--- config.mk ---
export PLATFORM = sky130hd
export DESIGN_NAME = dot_product_sequencer
export DESIGN_NICKNAME = d
export VERILOG_FILES = /design/src/rtl/dot_seq_pkg.sv /design/src/rtl/dot_seq_delay.sv /design/src/rtl/dot_product_sequencer.sv
export SDC_FILE = /design/constraint.sdc
export NUM_CORES = 1
export LEC_CHECK = 0
export BUFFER_PORTS_ARGS = -buffer_cell sky130_fd_sc_hd__buf_2
export CAP_MARGIN = 20
export CORE_ASPECT_RATIO = 0.6
export CORE_MARGIN = 4
export CORE_UTILIZATION = 45
export DETAILED_ROUTE_END_ITERATION = 8
export PLACE_DENSITY = 0.66
export SLEW_MARGIN = 20
export SYNTH_ARGS = -nofsm -noshare
export SYNTH_HDL_FRONTEND = slang
export SYNTH_SLANG_ARGS = --single-unit
--- constraint.sdc ---
create_clock -name i_clk -period 3.1 [get_ports i_clk]
set_input_delay 0.155 -clock i_clk [delete_from_list [all_inputs] [get_ports i_clk]]
set_output_delay 0.155 -clock i_clk [all_outputs]
set_load 0.01 [all_outputs]
--- src/rtl/dot_seq_pkg.sv ---
// Shared types and default sizing for the dot-product sequencer.
package dot_seq_pkg;

  localparam int unsigned ADDR_WIDTH_D   = 5;
  localparam int unsigned RESULT_WIDTH_D = 16;
  localparam int unsigned PIPE_LAT_D     = 3;

  // Wide enough to sum 2^aw - 1 partials of rw bits without overflow.
  function automatic int unsigned acc_width(input int unsigned rw, input int unsigned aw);
    return rw + aw;
  endfunction

  typedef enum logic [1:0] {
    IDLE  = 2'd0,
    ISSUE = 2'd1,
    DRAIN = 2'd2,
    DONE  = 2'd3
  } state_t;

endpackage

--- src/rtl/dot_seq_delay.sv ---
// Fixed-depth 1-bit delay line with synchronous active-low clear.
module dot_seq_delay
  import dot_seq_pkg::*;
#(
  parameter int unsigned DEPTH = PIPE_LAT_D
) (
  input  logic i_clk,
  input  logic i_rst_n,
  input  logic i_din,
  output logic o_dout
);

  logic [DEPTH-1:0] r_line;

  always_ff @(posedge i_clk) begin
    if (!i_rst_n) begin
      r_line <= '0;
    end else begin
      r_line <= (r_line << 1) | DEPTH'(i_din);
    end
  end

  assign o_dout = r_line[DEPTH-1];

endmodule

--- src/rtl/dot_product_sequencer.sv ---
// Streams address pairs to two RAMs, aligns the engine start pulse and
// accumulates per-word partials into a result returned over valid/ready.
module dot_product_sequencer
  import dot_seq_pkg::*;
#(
  parameter int unsigned ADDR_WIDTH   = ADDR_WIDTH_D,
  parameter int unsigned RESULT_WIDTH = RESULT_WIDTH_D,
  parameter int unsigned ACC_WIDTH    = acc_width(RESULT_WIDTH_D, ADDR_WIDTH_D),
  parameter int unsigned PIPE_LAT     = PIPE_LAT_D
) (
  input  logic                    i_clk,
  input  logic                    i_rst_n,
  input  logic                    i_cmd_valid,
  output logic                    o_cmd_ready,
  input  logic [ADDR_WIDTH-1:0]   i_cmd_base1,
  input  logic [ADDR_WIDTH-1:0]   i_cmd_base2,
  input  logic [ADDR_WIDTH-1:0]   i_cmd_len,
  output logic                    o_mem_rd_en,
  output logic [ADDR_WIDTH-1:0]   o_mem1_addr,
  output logic [ADDR_WIDTH-1:0]   o_mem2_addr,
  output logic                    o_dp_start,
  input  logic [RESULT_WIDTH-1:0] i_dp_result,
  input  logic                    i_dp_done,
  output logic                    o_res_valid,
  input  logic                    i_res_ready,
  output logic [ACC_WIDTH-1:0]    o_res_data,
  output logic                    o_busy
);

  state_t                r_state,     w_state_nxt;
  logic [ADDR_WIDTH-1:0] r_addr1,     w_addr1_nxt;
  logic [ADDR_WIDTH-1:0] r_addr2,     w_addr2_nxt;
  logic [ADDR_WIDTH-1:0] r_len,       w_len_nxt;
  logic [ADDR_WIDTH-1:0] r_issue_cnt, w_issue_cnt_nxt;
  logic [ADDR_WIDTH-1:0] r_done_cnt,  w_done_cnt_nxt;
  logic [ACC_WIDTH-1:0]  r_acc,       w_acc_nxt;
  logic                  r_mem_rd_en, w_mem_rd_en_nxt;
  logic                  r_cmd_ready, w_cmd_ready_nxt;
  logic                  r_res_valid, w_res_valid_nxt;
  logic                  r_busy,      w_busy_nxt;
  logic                  w_done_hit;
  logic                  w_dp_start;

  always_ff @(posedge i_clk) begin
    if (!i_rst_n) begin
      r_state     <= IDLE;
      r_addr1     <= '0;
      r_addr2     <= '0;
      r_len       <= '0;
      r_issue_cnt <= '0;
      r_done_cnt  <= '0;
      r_acc       <= '0;
      r_mem_rd_en <= 1'b0;
      r_cmd_ready <= 1'b0;
      r_res_valid <= 1'b0;
      r_busy      <= 1'b0;
    end else begin
      r_state     <= w_state_nxt;
      r_addr1     <= w_addr1_nxt;
      r_addr2     <= w_addr2_nxt;
      r_len       <= w_len_nxt;
      r_issue_cnt <= w_issue_cnt_nxt;
      r_done_cnt  <= w_done_cnt_nxt;
      r_acc       <= w_acc_nxt;
      r_mem_rd_en <= w_mem_rd_en_nxt;
      r_cmd_ready <= w_cmd_ready_nxt;
      r_res_valid <= w_res_valid_nxt;
      r_busy      <= w_busy_nxt;
    end
  end

  always_comb begin
    w_state_nxt     = r_state;
    w_addr1_nxt     = r_addr1;
    w_addr2_nxt     = r_addr2;
    w_len_nxt       = r_len;
    w_issue_cnt_nxt = r_issue_cnt;
    w_done_cnt_nxt  = r_done_cnt;
    w_acc_nxt       = r_acc;
    w_mem_rd_en_nxt = 1'b0;

    // Only partials belonging to the active command are summed.
    w_done_hit = ((r_state == ISSUE) || (r_state == DRAIN)) && i_dp_done &&
                 (r_done_cnt < r_len);
    if (w_done_hit) begin
      w_acc_nxt      = r_acc + ACC_WIDTH'(i_dp_result);
      w_done_cnt_nxt = r_done_cnt + ADDR_WIDTH'(1);
    end

    case (r_state)
      IDLE: begin
        if (i_cmd_valid && r_cmd_ready) begin
          w_len_nxt      = i_cmd_len;
          w_acc_nxt      = '0;
          w_done_cnt_nxt = '0;
          w_addr1_nxt    = i_cmd_base1;
          w_addr2_nxt    = i_cmd_base2;
          if (i_cmd_len == '0) begin
            w_issue_cnt_nxt = '0;
            w_state_nxt     = DONE;
          end else begin
            w_issue_cnt_nxt = ADDR_WIDTH'(1);
            w_mem_rd_en_nxt = 1'b1;
            w_state_nxt     = ISSUE;
          end
        end
      end
      ISSUE: begin
        if (r_issue_cnt == r_len) begin
          w_state_nxt = DRAIN;
        end else begin
          w_mem_rd_en_nxt = 1'b1;
          w_addr1_nxt     = r_addr1 + ADDR_WIDTH'(1);
          w_addr2_nxt     = r_addr2 + ADDR_WIDTH'(1);
          w_issue_cnt_nxt = r_issue_cnt + ADDR_WIDTH'(1);
        end
      end
      DRAIN: begin
        // Look at the post-update count so res_valid rises right after the last partial.
        if (w_done_cnt_nxt == r_len) begin
          w_state_nxt = DONE;
        end
      end
      DONE: begin
        if (i_res_ready) begin
          w_state_nxt = IDLE;
        end
      end
      default: w_state_nxt = IDLE;
    endcase

    w_cmd_ready_nxt = (w_state_nxt == IDLE);
    w_busy_nxt      = (w_state_nxt != IDLE);
    w_res_valid_nxt = (w_state_nxt == DONE);
  end

  dot_seq_delay #(
    .DEPTH (PIPE_LAT)
  ) u_start_delay (
    .i_clk   (i_clk),
    .i_rst_n (i_rst_n),
    .i_din   (r_mem_rd_en),
    .o_dout  (w_dp_start)
  );

  assign o_cmd_ready = r_cmd_ready;
  assign o_mem_rd_en = r_mem_rd_en;
  assign o_mem1_addr = r_addr1;
  assign o_mem2_addr = r_addr2;
  assign o_dp_start  = w_dp_start;
  assign o_res_valid = r_res_valid;
  assign o_res_data  = r_acc;
  assign o_busy      = r_busy;

endmodule

Yosys cells after proc, flatten, opt, wreduce, memory -nomap -nowiden
Cells that the tools add are included.
{ "word_totals": {"regBits": 55, "input_bits": 36, "out_inout_bits": 36, "wordCells": 64} }
{ "classes": {"add_sub_neg": 5, "n_lt_le_gt_ge": 1, "eq_ne": 8, "muxes": 26, "bitwise": 1, "n_reduce_logical": 11} }
{ "ops": {"columns": ["cell", "n"], "rows": [
  ["$mux 21", 3],
  ["$mux 5", 9],
  ["$pmux 5 s2", 3],
  ["$add 21x16->21", 1],
  ["$add 5x1->5 const B", 4],
  ["$eq 5x5->1", 2],
  ["$mux 2", 5],
  ["$pmux 2 s4", 1],
  ["$eq 2x2->1 const B", 3],
  ["$logic_not 5->1", 1],
  ["$lt 5x5->1", 1],
  ["$logic_not 2->1", 2],
  ["$mux 1", 4],
  ["$ne 2x2->1 const B", 2],
  ["$reduce_bool 2->1", 2],
  ["$logic_and 1x1->1", 3],
  ["$or 3x1->3", 1],
  ["$reduce_and 3->1", 1],
  ["$eq 2x1->1 const B", 1],
  ["$pmux 1 s2", 1],
  ["$reduce_and 2->1", 1],
  ["$logic_or 1x1->1", 1]
]} }

Longest topological paths before layout
{ "logic_depth": {"ltp_word": 9, "mapped_depth": 11, "depth_no_buf": 9} }

Hierarchy
Synthesis repeated with hierarchy kept, for this count alone.
{ "hier_totals": {"cells_unflattened": 408, "hier_area_um2": 3410.8} }
{ "modules_own_cells": {"columns": ["module", "n_inst", "cells_each", "area_per_inst_um2", "seq_area_each_um2"], "rows": [
  ["dot_product_sequencer", 1, 402, 3331.9, 1041.0],
  ["dot_seq_delay", 1, 6, 78.8, 60.1]
]} }

Least setup slack after synthesis
Ideal clock, no wire load.
{ "synth_path": {"path_kind": "register to register", "startpoint": "register r_acc[0] (netlist: o_res_data[0])", "endpoint": "register r_acc[18] (netlist: o_res_data[18])", "setup_time_ns": 0.128, "t_arrival_ns": 2.207, "setup_slack_ns": 0.765, "path_stages_with_launch": 10, "synth_period_minus_slack_ns": 2.335, "path_cell_list": "dfxtp_1 > ha_1 > fa_1 > a211oi_1 > o2111ai_1 > a21bo_2 > a31oi_1 > nor4b_1 > xnor2_1 > nor2_1"} }
{ "synth_via": {"elab_chain_len": 4} }
{ "synth_rtl": {"columns": ["element", "line_no", "rtl"], "rows": [
  ["from (decl)", "dot_product_sequencer.sv:36", "logic [ACC_WIDTH-1:0] r_acc, w_acc_nxt;"],
  ["from (signal assigned)", "dot_product_sequencer.sv:64", "r_acc <= w_acc_nxt;"],
  ["$add 21x16->21 *", "dot_product_sequencer.sv:86", "w_acc_nxt = r_acc + ACC_WIDTH'(i_dp_result);"],
  ["$mux 21 *", "dot_product_sequencer.sv:85", "if (w_done_hit) begin"],
  ["$mux 21", "dot_product_sequencer.sv:92", "if (i_cmd_valid && r_cmd_ready) begin"],
  ["$mux 21 *", "dot_product_sequencer.sv:90", "case (r_state)"]
]} }
Every way passes the cells marked *; elsewhere a longest branch is shown, timed or not.
A chain may end at the register's enable or synchronous reset.

Worst setup path after layout
{ "layout_path": {"startpoint": "register r_acc[0] (netlist: o_res_data[0])", "endpoint": "register r_acc[16] (netlist: o_res_data[16])"} }
The elaborated chain is that of the path after synthesis.

==> flow_summary.toml <==
[run_status]
outcome = "complete, no violations"

[critical_path]
slowest_delay_ps = 430
crit_cells = 9
startpoint = "o_res_data[0]$_SDFF_PN0_"
cp_data_required_time_ps = 3260
crit_buf_inv = 0
crit_type = "register to register"
worstPathArrival_ps = 2700
r2r-start = "o_res_data[0]$_SDFF_PN0_"
critPathCaptureType = "register"
startpoint_type = "register"
rr_endpoint = "o_res_data[16]$_SDFF_PN0_"
r2r_cells = 9
crit_family = "compound AO/OA/AOI/OAI gates"
crit_fanout = 4
crit_chain = "ha_1 > fa_1 > a211oi_1 > o2111ai_1 > a21bo_2 > a31oi_1 > nor3_1 > xnor2_1 > nor2_1"
cp_slowest_cell = "fa_1"
r2r_setup_slack_ps = 560

[yosys]
synthTopCellsByArea = "dfxtp_1 (32%), ha_1 (10%), nand2_1 (6.7%)"
yosys_warnings = 0
synth_cell_types = 62
synth_edf_count = 0
synth_top_flop_cell = "dfxtp_1"
synth_most_common_cell = "nand2_1"
yosysTopAreaCell = "dfxtp_1"
synth_top_cell_area_share = 0.319
synth_cells = 425
netlist_area_sq_um = 3450
syn-num-nets = 490
async_flop_share = 0
yosysSeqAreaShare = 0.319
syn_avg_cell_area_sq_um = 8.12
netlist_top_cells_count = "nand2_1 (62), dfxtp_1 (55), nor2_1 (37)"
synth-seq-cells = 55

[power]
switching_share = 0.389
p_switching_w = 0.000985
combPwrFrac = 0.420
cellPowerDensity_nw_per_um2 = 623
irDropWorstVdd_mv = 0.292
p_clk_frac = 0.222
leakage_nw = 1.74
p_seq_frac = 0.359
p_int_w = 0.00155

[cells_and_area]
nets = 558
diodes = 0
nFillCells = 686
drive_gt1_frac = 0.204
finish.utilization = 0.552
syn2layout_area_growth_pct = 17.6

[sta]
rsz0062_at_grt = "false"
fin_skew_ps = 2.94
hold_violations = 0
fmax_mhz = 393
period_share = 0.820
min_period_ps = 2540
slew_violations = 0
max_slew_margin = 0.498
tightest_slew_ps = 751
fin_tns_setup_ps = 0
setup_viol = 0

[clocking]
cts_resized = 0
post_cts_buffers = 0
numCtsBuffers = 5
cts_sinks = 55
htreeDepth = 2
cts.path.max_buffers = 2
clock_latency_ps = 290
cts.root.buffer_cell = "clkbuf_16"
holdBufCountCts = 0
cts_tree = "done"
clk_pin_slew_ps = 70

[floorplan]
core_sq_um = 7360
io_pins = 72
die-area_sq_um = 9180
rows = 24
start_util = 0.469
die_x_um = 121
die_y_um = 75.8

[route]
drtPass1Iterations = 5
drt-total-wl_um = 8370
ant_nets = 0
vias_per_cell = 5.43
wire_per_inst_um = 14.0
first_iter_violations = 159
drc = 0
vias = 3249

[hold_path]
worstHoldEndpoint = "r_len[4]$_SDFFE_PN0P_"
hold_path_class = "primary input to register"
whs_path_depth = 3
hp-start = "i_cmd_len[4]"

[global_routing]
grt_pass1_vias = 2873
grt_util_all_layers = 0.182
antenna_found_initial = 0
grt_max_degree = 28
grt_pass1_wl_um = 13700
overflow = 0

[place]
gp_congestion = 0.880
dpl.hpwl_um = 6320
numPortBuffers = 71

[job]
cap_viol_max_count = 0
==> worst max path at each step <==
stage	endpoint	slack, ps
after floorplan	o_res_data[18]$_SDFF_PN0_	770
after global placement	o_res_data[16]$_SDFF_PN0_	610
after detailed placement	o_res_data[16]$_SDFF_PN0_	570
after CTS	o_res_data[16]$_SDFF_PN0_	560
after global routing	o_res_data[18]$_SDFF_PN0_	340
final	o_res_data[16]$_SDFF_PN0_	560
==> cells by family (layout without fill, tap and decap cells) <==
family | Yosys count | after routing | share of synthesized area
multiplexers | 2 | 2 | 0.00580
XOR/XNOR | 31 | 31 | 0.0787
adder cells (fa/ha/maj) | 29 | 29 | 0.107
flip-flops | 55 | 55 | 0.319
AND/OR/NAND/NOR | 153 | 153 | 0.207
AO/OA/AOI/OAI | 124 | 124 | 0.244
buffers and inverters | 31 | 100 | 0.0373
==> cell usage in the layout (no fill, tap or decap), types with 12 or more instances in the layout <==
cell type	Yosys	routed
buf_2	4	71
nand2_1	62	62
dfxtp_1	55	55
nor2_1	37	37
a21oi_1	36	36
ha_1	28	28
o21ai_0	21	21
xnor2_1	16	16
xor2_1	15	15
a211oi_1	14	14
inv_1	12	12
==> state kept, by name, indices dropped and copies added (netlist names), 2 cells and up <==
register              cells
o_mem1_addr               5
o_mem2_addr               5
r_done_cnt                5
o_res_data               21
r_state                   2
r_issue_cnt               5
u_start_delay.r_line      3
r_len                     5
==> per-layer routing <==
metal  up-vias  GRT usage  routed length [um]
li1       1664          -                   -
met1      1478      0.277                4390
met2        99      0.263                3310
met3         8     0.0415                 602
met4         0     0.0327                  64
met5         -          0                   0
==> power groups by stage <==
stage	clock (W)	combinational [W]	sequential, W
final	0.000561	0.00106	0.000907
after global routing	0.000595	0.00119	0.000924
after CTS	0.000579	0.00106	0.000907
after detailed placement	0	0.00105	0.000923
after global placement	0	0.00103	0.000922
after floorplan	0	0.000740	0.000940
==> cell type report <==
class | instances | area [sq um] | share of cell area
Inverter | 13 | 48.8 | 0.0120
Sequential cell | 55 | 1100 | 0.271
Clock buffer | 6 | 129 | 0.0318
Clock inverter | 2 | 12.5 | 0.00308
Tap cell | 104 | 130 | 0.0321
Multi-Input combinational cell | 339 | 2220 | 0.547
Timing Repair Buffer | 79 | 415 | 0.102
==> worst reg2reg max path: cells and delay by family, from the launching register on <==
family / cells / cell delay, ps
DFF: 1 / 320
AOI/OAI and AO/OA: 4 / 1130
adders and majority gates: 2 / 650
and+or+nand+nor: 2 / 160
xor gates and xnor gates: 1 / 140
==> through the flow <==
stage / instance area (sq um) / hold WS, ps / power [W] / std cells / setup slack (ps)
CTS: 4060 / 100 / 0.00255 / 598 / 560
detailed placement: 3920 / 413 / 0.00198 / 590 / 568
global placement: 3920 / 415 / 0.00195 / 590 / 615
global route: 4060 / 112 / 0.00271 / 598 / 343
floorplan: 3450 / 291 / 0.00168 / 425 / 765
finish: 4060 / 105 / 0.00253 / 598 / 557
No activity file was read; power rests on OpenSTA's default activity.
